===== config.mk =====
export PLATFORM = sky130hd
export DESIGN_NAME = fp_add_post_normalizer_flat
export DESIGN_NICKNAME = d
export VERILOG_FILES = /design/src/rtl/fp_add_post_normalizer_pkg.sv /design/src/rtl/fp_add_post_normalizer_if.sv /design/src/rtl/fp_add_post_normalizer_addsub.sv /design/src/rtl/fp_add_post_normalizer.sv /design/src/flat_wrapper.sv
export SDC_FILE = /design/constraint.sdc
export NUM_CORES = 1
export LEC_CHECK = 0
export ABC_AREA = 0
export BUFFER_PORTS_ARGS = -buffer_cell sky130_fd_sc_hd__buf_4
export CORE_UTILIZATION = 35
export DETAILED_ROUTE_END_ITERATION = 6
export HOLD_SLACK_MARGIN = 0.02
export SETUP_SLACK_MARGIN = 0.1
export SYNTH_ARGS = -nofsm -noshare
export SYNTH_HDL_FRONTEND = slang
export SYNTH_SLANG_ARGS = --single-unit

===== constraint.sdc =====
create_clock -name clk -period 3.2 [get_ports clk]
set_input_delay 0.16 -clock clk [delete_from_list [all_inputs] [get_ports clk]]
set_output_delay 0.16 -clock clk [all_outputs]
set_load 0.005 [all_outputs]

===== src/rtl/fp_add_post_normalizer_pkg.sv =====
// Shared constants and FSM encoding for the FP32 adder post-normalisation stage.
package fp_add_post_normalizer_pkg;

  localparam int FP_EXP_W   = 8;
  localparam int FP_MANT_W  = 23;
  localparam int FP_BIAS    = 127;
  localparam int FP_EXP_MAX = 255;

  typedef enum logic [1:0] {
    ST_IDLE = 2'd0,
    ST_ADD  = 2'd1,
    ST_NORM = 2'd2,
    ST_DONE = 2'd3
  } state_e;

endpackage


===== src/rtl/fp_add_post_normalizer_if.sv =====
// Operand/result handshake bundle between alignment stage, normaliser and accumulator.
interface fp_add_post_normalizer_if #(
  parameter int EXP_W  = 8,
  parameter int MANT_W = 23
);

  logic                    in_valid;
  logic                    in_ready;
  logic                    sign_a;
  logic                    sign_b;
  logic [EXP_W-1:0]        exp_common;
  logic [MANT_W:0]         mant_a;
  logic [MANT_W:0]         mant_b;
  logic                    out_valid;
  logic                    out_ready;
  logic [EXP_W+MANT_W:0]   result;
  logic                    out_zero;
  logic                    out_overflow;
  logic                    out_underflow;

  modport master (
    output in_valid, sign_a, sign_b, exp_common, mant_a, mant_b, out_ready,
    input  in_ready, out_valid, result, out_zero, out_overflow, out_underflow
  );

  modport slave (
    input  in_valid, sign_a, sign_b, exp_common, mant_a, mant_b, out_ready,
    output in_ready, out_valid, result, out_zero, out_overflow, out_underflow
  );

endinterface


===== src/rtl/fp_add_post_normalizer_addsub.sv =====
// Combinational signed-magnitude add/subtract of two aligned mantissas; zero latency, no flow control.
module fp_mant_addsub #(
  parameter int MANT_W = 23
) (
  input  logic              sign_a_i,
  input  logic              sign_b_i,
  input  logic [MANT_W:0]   mant_a_i,
  input  logic [MANT_W:0]   mant_b_i,
  output logic [MANT_W+1:0] sum_o,
  output logic              sign_o,
  output logic              carry_o
);

  always_comb begin
    sum_o  = '0;
    sign_o = 1'b0;
    if (sign_a_i == sign_b_i) begin
      sum_o  = {1'b0, mant_a_i} + {1'b0, mant_b_i};
      sign_o = sign_a_i;
    end else if (mant_a_i > mant_b_i) begin
      sum_o  = {1'b0, mant_a_i - mant_b_i};
      sign_o = sign_a_i;
    end else if (mant_b_i > mant_a_i) begin
      sum_o  = {1'b0, mant_b_i - mant_a_i};
      sign_o = sign_b_i;
    end
    // exact cancellation falls through to +0
  end

  assign carry_o = sum_o[MANT_W+1];

endmodule


===== src/rtl/fp_add_post_normalizer.sv =====
// Adds aligned FP32 operands and normalises one bit per cycle; out_valid 2+k edges after accept.
// Single operation in flight: in_ready only in IDLE, result held stable in DONE until out_ready.
module fp_add_post_normalizer
  import fp_add_post_normalizer_pkg::*;
#(
  parameter int EXP_W  = FP_EXP_W,
  parameter int MANT_W = FP_MANT_W
) (
  input  logic                    clk,
  input  logic                    rst_n,
  fp_add_post_normalizer_if.slave bus
);

  localparam int SUM_W = MANT_W + 2;
  localparam int RES_W = 1 + EXP_W + MANT_W;
  localparam logic [EXP_W-1:0] EXP_ALL1 = '1;
  localparam logic [EXP_W-1:0] EXP_ONE  = EXP_W'(1);

  state_e             state_q;
  logic               sign_a_q;
  logic               sign_b_q;
  logic [EXP_W-1:0]   exp_q;
  logic [MANT_W:0]    mant_a_q;
  logic [MANT_W:0]    mant_b_q;
  logic [SUM_W-1:0]   sum_q;
  logic               sign_q;
  logic               ovf_q;
  logic [RES_W-1:0]   result_q;
  logic               zero_q;
  logic               overflow_q;
  logic               underflow_q;

  logic [SUM_W-1:0]   as_sum;
  logic               as_sign;
  logic               as_carry;

  logic [SUM_W-1:0]   sum_add_d;
  logic [EXP_W-1:0]   exp_add_d;
  logic               ovf_add_d;

  logic [RES_W-1:0]   result_d;
  logic               zero_d;
  logic               overflow_d;
  logic               underflow_d;

  logic               norm_done;
  logic               exp_is_one;

  fp_mant_addsub #(
    .MANT_W (MANT_W)
  ) u_addsub (
    .sign_a_i (sign_a_q),
    .sign_b_i (sign_b_q),
    .mant_a_i (mant_a_q),
    .mant_b_i (mant_b_q),
    .sum_o    (as_sum),
    .sign_o   (as_sign),
    .carry_o  (as_carry)
  );

  // Carry renormalisation: shift right once (truncating) and bump the exponent.
  always_comb begin
    sum_add_d = as_sum;
    exp_add_d = exp_q;
    ovf_add_d = (exp_q == EXP_ALL1);
    if (as_carry) begin
      sum_add_d = as_sum >> 1;
      exp_add_d = exp_q + EXP_W'(1);
      if (exp_add_d == EXP_ALL1) begin
        ovf_add_d = 1'b1;
      end
    end
  end

  assign norm_done  = ovf_q || (sum_q == '0) || sum_q[MANT_W];
  assign exp_is_one = (exp_q == EXP_ONE);

  // Only sampled when leaving NORM; a clear hidden bit there means the exponent floor was hit.
  always_comb begin
    result_d    = {sign_q, exp_q, sum_q[MANT_W-1:0]};
    zero_d      = 1'b0;
    overflow_d  = 1'b0;
    underflow_d = 1'b0;
    if (ovf_q) begin
      result_d   = {sign_q, EXP_ALL1, {MANT_W{1'b0}}};
      overflow_d = 1'b1;
    end else if (sum_q == '0) begin
      result_d = '0;
      zero_d   = 1'b1;
    end else if (!sum_q[MANT_W]) begin
      result_d    = '0;
      underflow_d = 1'b1;
    end
  end

  always_ff @(posedge clk or negedge rst_n) begin
    if (!rst_n) begin
      state_q     <= ST_IDLE;
      sign_a_q    <= 1'b0;
      sign_b_q    <= 1'b0;
      exp_q       <= '0;
      mant_a_q    <= '0;
      mant_b_q    <= '0;
      sum_q       <= '0;
      sign_q      <= 1'b0;
      ovf_q       <= 1'b0;
      result_q    <= '0;
      zero_q      <= 1'b0;
      overflow_q  <= 1'b0;
      underflow_q <= 1'b0;
    end else begin
      case (state_q)
        ST_IDLE: begin
          if (bus.in_valid) begin
            sign_a_q <= bus.sign_a;
            sign_b_q <= bus.sign_b;
            exp_q    <= bus.exp_common;
            mant_a_q <= bus.mant_a;
            mant_b_q <= bus.mant_b;
            state_q  <= ST_ADD;
          end
        end
        ST_ADD: begin
          sum_q   <= sum_add_d;
          sign_q  <= as_sign;
          exp_q   <= exp_add_d;
          ovf_q   <= ovf_add_d;
          state_q <= ST_NORM;
        end
        ST_NORM: begin
          if (norm_done || exp_is_one) begin
            result_q    <= result_d;
            zero_q      <= zero_d;
            overflow_q  <= overflow_d;
            underflow_q <= underflow_d;
            state_q     <= ST_DONE;
          end else begin
            sum_q <= sum_q << 1;
            exp_q <= exp_q - EXP_W'(1);
          end
        end
        ST_DONE: begin
          if (bus.out_ready) begin
            state_q <= ST_IDLE;
          end
        end
        default: state_q <= ST_IDLE;
      endcase
    end
  end

  assign bus.in_ready      = (state_q == ST_IDLE);
  assign bus.out_valid     = (state_q == ST_DONE);
  assign bus.result        = result_q;
  assign bus.out_zero      = zero_q;
  assign bus.out_overflow  = overflow_q;
  assign bus.out_underflow = underflow_q;

endmodule


===== src/flat_wrapper.sv =====
// flat-port wrapper written by rule: the top's interface ports become plain ports
module fp_add_post_normalizer_flat import fp_add_post_normalizer_pkg::*;
#(
  parameter int EXP_W  = FP_EXP_W,
  parameter int MANT_W = FP_MANT_W
)
  (clk, rst_n, bus_in_valid, bus_sign_a, bus_sign_b, bus_exp_common, bus_mant_a, bus_mant_b, bus_out_ready, bus_in_ready, bus_out_valid, bus_result, bus_out_zero, bus_out_overflow, bus_out_underflow);
  fp_add_post_normalizer_if #(.EXP_W(EXP_W), .MANT_W(MANT_W)) bus_i ();
  input  logic clk;
  input  logic rst_n;
  input wire logic [$bits(bus_i.in_valid)-1:0] bus_in_valid;
  input wire logic [$bits(bus_i.sign_a)-1:0] bus_sign_a;
  input wire logic [$bits(bus_i.sign_b)-1:0] bus_sign_b;
  input wire logic [$bits(bus_i.exp_common)-1:0] bus_exp_common;
  input wire logic [$bits(bus_i.mant_a)-1:0] bus_mant_a;
  input wire logic [$bits(bus_i.mant_b)-1:0] bus_mant_b;
  input wire logic [$bits(bus_i.out_ready)-1:0] bus_out_ready;
  output wire logic [$bits(bus_i.in_ready)-1:0] bus_in_ready;
  output wire logic [$bits(bus_i.out_valid)-1:0] bus_out_valid;
  output wire logic [$bits(bus_i.result)-1:0] bus_result;
  output wire logic [$bits(bus_i.out_zero)-1:0] bus_out_zero;
  output wire logic [$bits(bus_i.out_overflow)-1:0] bus_out_overflow;
  output wire logic [$bits(bus_i.out_underflow)-1:0] bus_out_underflow;
  assign bus_i.in_valid = bus_in_valid;
  assign bus_i.sign_a = bus_sign_a;
  assign bus_i.sign_b = bus_sign_b;
  assign bus_i.exp_common = bus_exp_common;
  assign bus_i.mant_a = bus_mant_a;
  assign bus_i.mant_b = bus_mant_b;
  assign bus_i.out_ready = bus_out_ready;
  assign bus_in_ready = bus_i.in_ready;
  assign bus_out_valid = bus_i.out_valid;
  assign bus_result = bus_i.result;
  assign bus_out_zero = bus_i.out_zero;
  assign bus_out_overflow = bus_i.out_overflow;
  assign bus_out_underflow = bus_i.out_underflow;
  fp_add_post_normalizer #(.EXP_W(EXP_W), .MANT_W(MANT_W)) u_core (.clk(clk), .rst_n(rst_n), .bus(bus_i));
endmodule

==> results.md <==
- The number of DRC violations after detailed routing is 0.
- The highest clock rate is 326.4 MHz.
- The number of buffers created by CTS is 17.
- The area of the mapped netlist is 10040 um^2.
- The worst setup slack for register-to-register paths is 0.14 ns.
- After layout, the worst setup slack is 0.1367 ns.
- Once layout is complete, the utilization of the core stands at 50.07%.
- For this design, the slowest cell found on the critical path is dfrtp_1.
- CTS saw 122 sinks.
- The share of the Yosys chip area taken by registers is 30.40%.
- The number of diodes added for antenna fixing is 0.
- The number of enable-type register cells in the synthesized netlist is 0.
- The number of buffers and inverters on the critical path is 2.
- The most critical setup path has its endpoint at u_core.sum_q[6]$_DFFE_PN0P_.
- The worst setup path startpoint is u_core.mant_b_q[21]$_DFFE_PN0P_.
- The count of cells in the finished layout, fillers not included, comes to 1869.
- The wire-length estimate of the detail-placed layout is 25.30 mm.
- The worst setup path is captured at a flop.
- The endpoint of the most critical register-to-register path is u_core.sum_q[6]$_DFFE_PN0P_.
- The later pin in the worst-skew pair is clocked with a latency of 0.44 ns.
- The slew of the pin with the lowest slew margin is 0.7311 ns.
- The synthesized instance count is 1195.
- STA classifies the critical path startpoint as a flop.
- After the last flow step, the layout net total stands at 1623.
- The placed instances occupy a cell area of 12220 um^2.
- The shortest period the worst path allows is 3.063 ns.
- Counting cells, the worst reg-to-reg path comes to 12.
- The via count of the first global-routing pass is 9913.
- Traced cell by cell, the critical path runs through inv_1, ha_1, and4_1, and2_1, nand3_1, a21boi_1, nand2_2, buf_4, or2_2, a2bb2oi_1, a211oi_1, a22o_1.
- The count of antenna-violating nets left after detailed routing is 0.
- Along the worst path, the maximum fanout reaches 6.
- The number of antenna violations at the first check in global routing was 0.
- Counting along the longest clock path gives a buffer depth of 2.
- In this run the vertical extent of the chip is 171.4 um.
- The number of distinct library cells after synthesis is 95.
- The worst hold path passes through 3 cells.
- The final number of max-transition violations is 0.
- The count of yosys warnings during synthesis is 0.
- The standard cell core area is 28010 um^2.
- In this run the tightest slew margin relative to its limit is 50.75%.
- After detailed placement, the design holds a cell count of 1764.
- The net count after synthesis is 1340.
- For this run, the total global-route usage over all layers was measured as 23.35%.
- The number of H-tree levels is 4.
- The length of the first detailed-routing pass in iterations is 5.
- Ranked by instance count, the synthesized netlist is headed by nand2_1, dfrtp_1, a21oi_1.
- Of the available clock period, the critical path in the final layout requires 95.73%.
- The area fraction of the dominant cell type after synthesis is 30.40%.
- Port buffering added 98 buffers.
- The number of setup violations in the final report is 0.
- For this run, the slowest stage of the critical path takes 0.40 ns.
- OpenSTA, run right after detailed placement, puts the worst setup slack at -0.1610 ns.
- The flow ran to the end, and the final reports show no timing, DRC or antenna violations.
- Clock-pin slew was measured on the worst setup and hold paths at 0.07 ns.
- The reg-to-reg critical path startpoint is u_core.mant_b_q[21]$_DFFE_PN0P_.
- The number of placement rows is 61.
- From left edge to right edge, the die measures 171.4 um.
- During I/O placement, the number of pins put on the boundary was 99.
- Averaged over all synthesized cells, the footprint is 8.405 um^2.
- CTS placed an instance of clkbuf_16 at the clock tree root.
- The average wire per standard cell is 18.21 um.
- The count of endpoints failing hold in the final timing report is 0.
- Dividing the detail-routed via count by the number of cells gives 5.492.
- The leading area contributor after synthesis is dfrtp_1.
- With fillers left out, the area of the finished cells amounts to 14020 um^2.
- For this block, the initial DRC count from the detailed router was 714.
- The number of cells on the critical path is 12.
- The post-synthesis to final-layout area growth is 39.64%.
- The synthesized design contains 122 register bits.
- The top flip-flop cell by instance count after synthesis is dfrtp_1.
- The post-detailed-routing wire length is 34.03 mm.
- Among cell families on the critical path, the largest total delay comes from simple AND/OR/NAND/NOR gates.
- Routability-driven placement finished with a final weighted congestion of 0.9335.
- The path class of the lowest-slack min-delay path is in -> reg.
- The TritonCTS clock tree is done.
- Data arrives at the worst endpoint at 3.44 ns.
- Entering global routing, the biggest net connects 67 pins.
- The post-route netlist has 32.26% of its cells at a drive strength greater than 1.
- The total number of vias is 10264.
- After global routing the overflow that remains totals 0.
- The die covers 29380 um^2.
- The required time reported for the critical path endpoint is 3.58 ns.
- The cell with the most instances after synthesis is nand2_1.
- The worst setup path is of the reg -> reg kind.
- The first global-routing pass estimated 53.83 mm of wire.
- Setup repair after global routing could not meet its margin everywhere.
- Sorting the synthesized cells by area gives the leading types as dfrtp_1, ha_1, mux2_2.
- The number of max-capacitance violations reported is 0.
- The async set or reset register ratio after synthesis is 100.0%.
- On the final layout, the worst clock skew is 0.01826 ns.
- The effective utilization at floorplan is 35.86%.
worst reg2reg max path, delay by kind of cell (launching register included):
family	cells	cell delay, ns
adder cells (fa/ha/maj)	1	0.34
AND/OR/NAND/NOR	5	1.18
flip-flops	1	0.40
buffers and inverters	2	0.23
AO/OA/AOI/OAI	4	0.88
through the flow:
stage,hold WS (ns),setup TNS [ns]
CTS,0.02258,0
finish,0.02468,0
floorplan,-0.1356,0
global placement,0.2648,-0.2793
global route,0.03396,-0.004577
detailed placement,0.2735,-0.9092
sequential cells by signal (all words and copies together), names as in the netlist:
signal                    cells
u_core.mant_b_q              24
u_core.sign_b_q               1
u_core.sign_a_q               1
u_core.exp_q                  8
u_core.sign_q                 1
u_core.bus.out_zero           1
u_core.ovf_q                  1
u_core.sum_q                 25
u_core.state_q                2
u_core.bus.out_overflow       1
u_core.mant_a_q              24
u_core.bus.out_underflow      1
u_core.bus.result            32
area by class of cell:
type | instances | area, um^2
clock inverter | 14 | 185.2
sequential | 122 | 3053
clock buffer | 18 | 429.2
multi-input combinational | 916 | 6838
tap | 378 | 473.0
timing repair buffer | 337 | 2731
fill | 2691 | 13990
inverter | 84 | 315.3
cells in the final DEF (no fill, tap or decap), types with 9 or more instances in the layout:
master / synthesis / layout
buf_4: 4 / 272
nand2_1: 138 / 133
dfrtp_1: 122 / 122
a21oi_1: 114 / 105
inv_1: 81 / 78
o21ai_0: 87 / 77
ha_1: 80 / 68
nor2_1: 68 / 66
dlygate4sd3_1: 0 / 55
mux2_2: 53 / 53
xnor2_1: 26 / 25
nor3_1: 23 / 21
o21ai_1: 16 / 19
nand3_1: 19 / 19
a21o_1: 19 / 19
clkbuf_16: 0 / 17
o221ai_1: 13 / 13
o211ai_1: 11 / 11
o21a_1: 10 / 10
nor4_1: 12 / 10
a21oi_2: 2 / 9
xor2_1: 9 / 9
ha_4: 0 / 9
cell families (layout without fill, tap and decap cells):
logic type,Yosys count,in the layout,share of synthesized area [%]
multiplexers,59,59,6.553
AO/OA/AOI/OAI,418,418,28.26
adder cells (fa/ha/maj),83,83,10.56
XOR/XNOR,35,35,3.052
buffers and inverters,158,453,6.466
AND/OR/NAND/NOR,320,321,14.71
flip-flops,122,122,30.40
worst min path at each step:
stage                                 start                                   to  slack, ns
final                     bus_exp_common[0]          u_core.exp_q[0]$_DFFE_PN0P_       0.02
after global placement                rst_n       u_core.mant_b_q[6]$_DFFE_PN0P_       0.26
after detailed placement              rst_n       u_core.mant_b_q[6]$_DFFE_PN0P_       0.27
after global routing      bus_exp_common[0]          u_core.exp_q[0]$_DFFE_PN0P_       0.03
after CTS                 bus_exp_common[0]          u_core.exp_q[0]$_DFFE_PN0P_       0.02
after floorplan                       rst_n  u_core.bus.out_overflow$_DFFE_PN0P_      -0.14
repair_timing:
| item | in CTS | in global routing |
|---|---|---|
| pin swaps | 5 | 29 |
| endpoints found under the hold margin | 104 | 0 |
| endpoints found under the setup margin | 33 | 33 |
| buffers inserted | 5 | 12 |
| cloned | 0 | 1 |
| hold buffers | 55 | 0 |
| gates resized for setup | 35 | 79 |
layer usage:
metal  track usage (%)  part of all wire (%)
met3             2.830                   5.0
met2             36.46                    45
met4             7.492                   2.5
met5                 0                     0
met1             33.28                    48
Power is not shown: default switching activity piles up to over one toggle a cycle in this logic, so the estimate is an artifact.
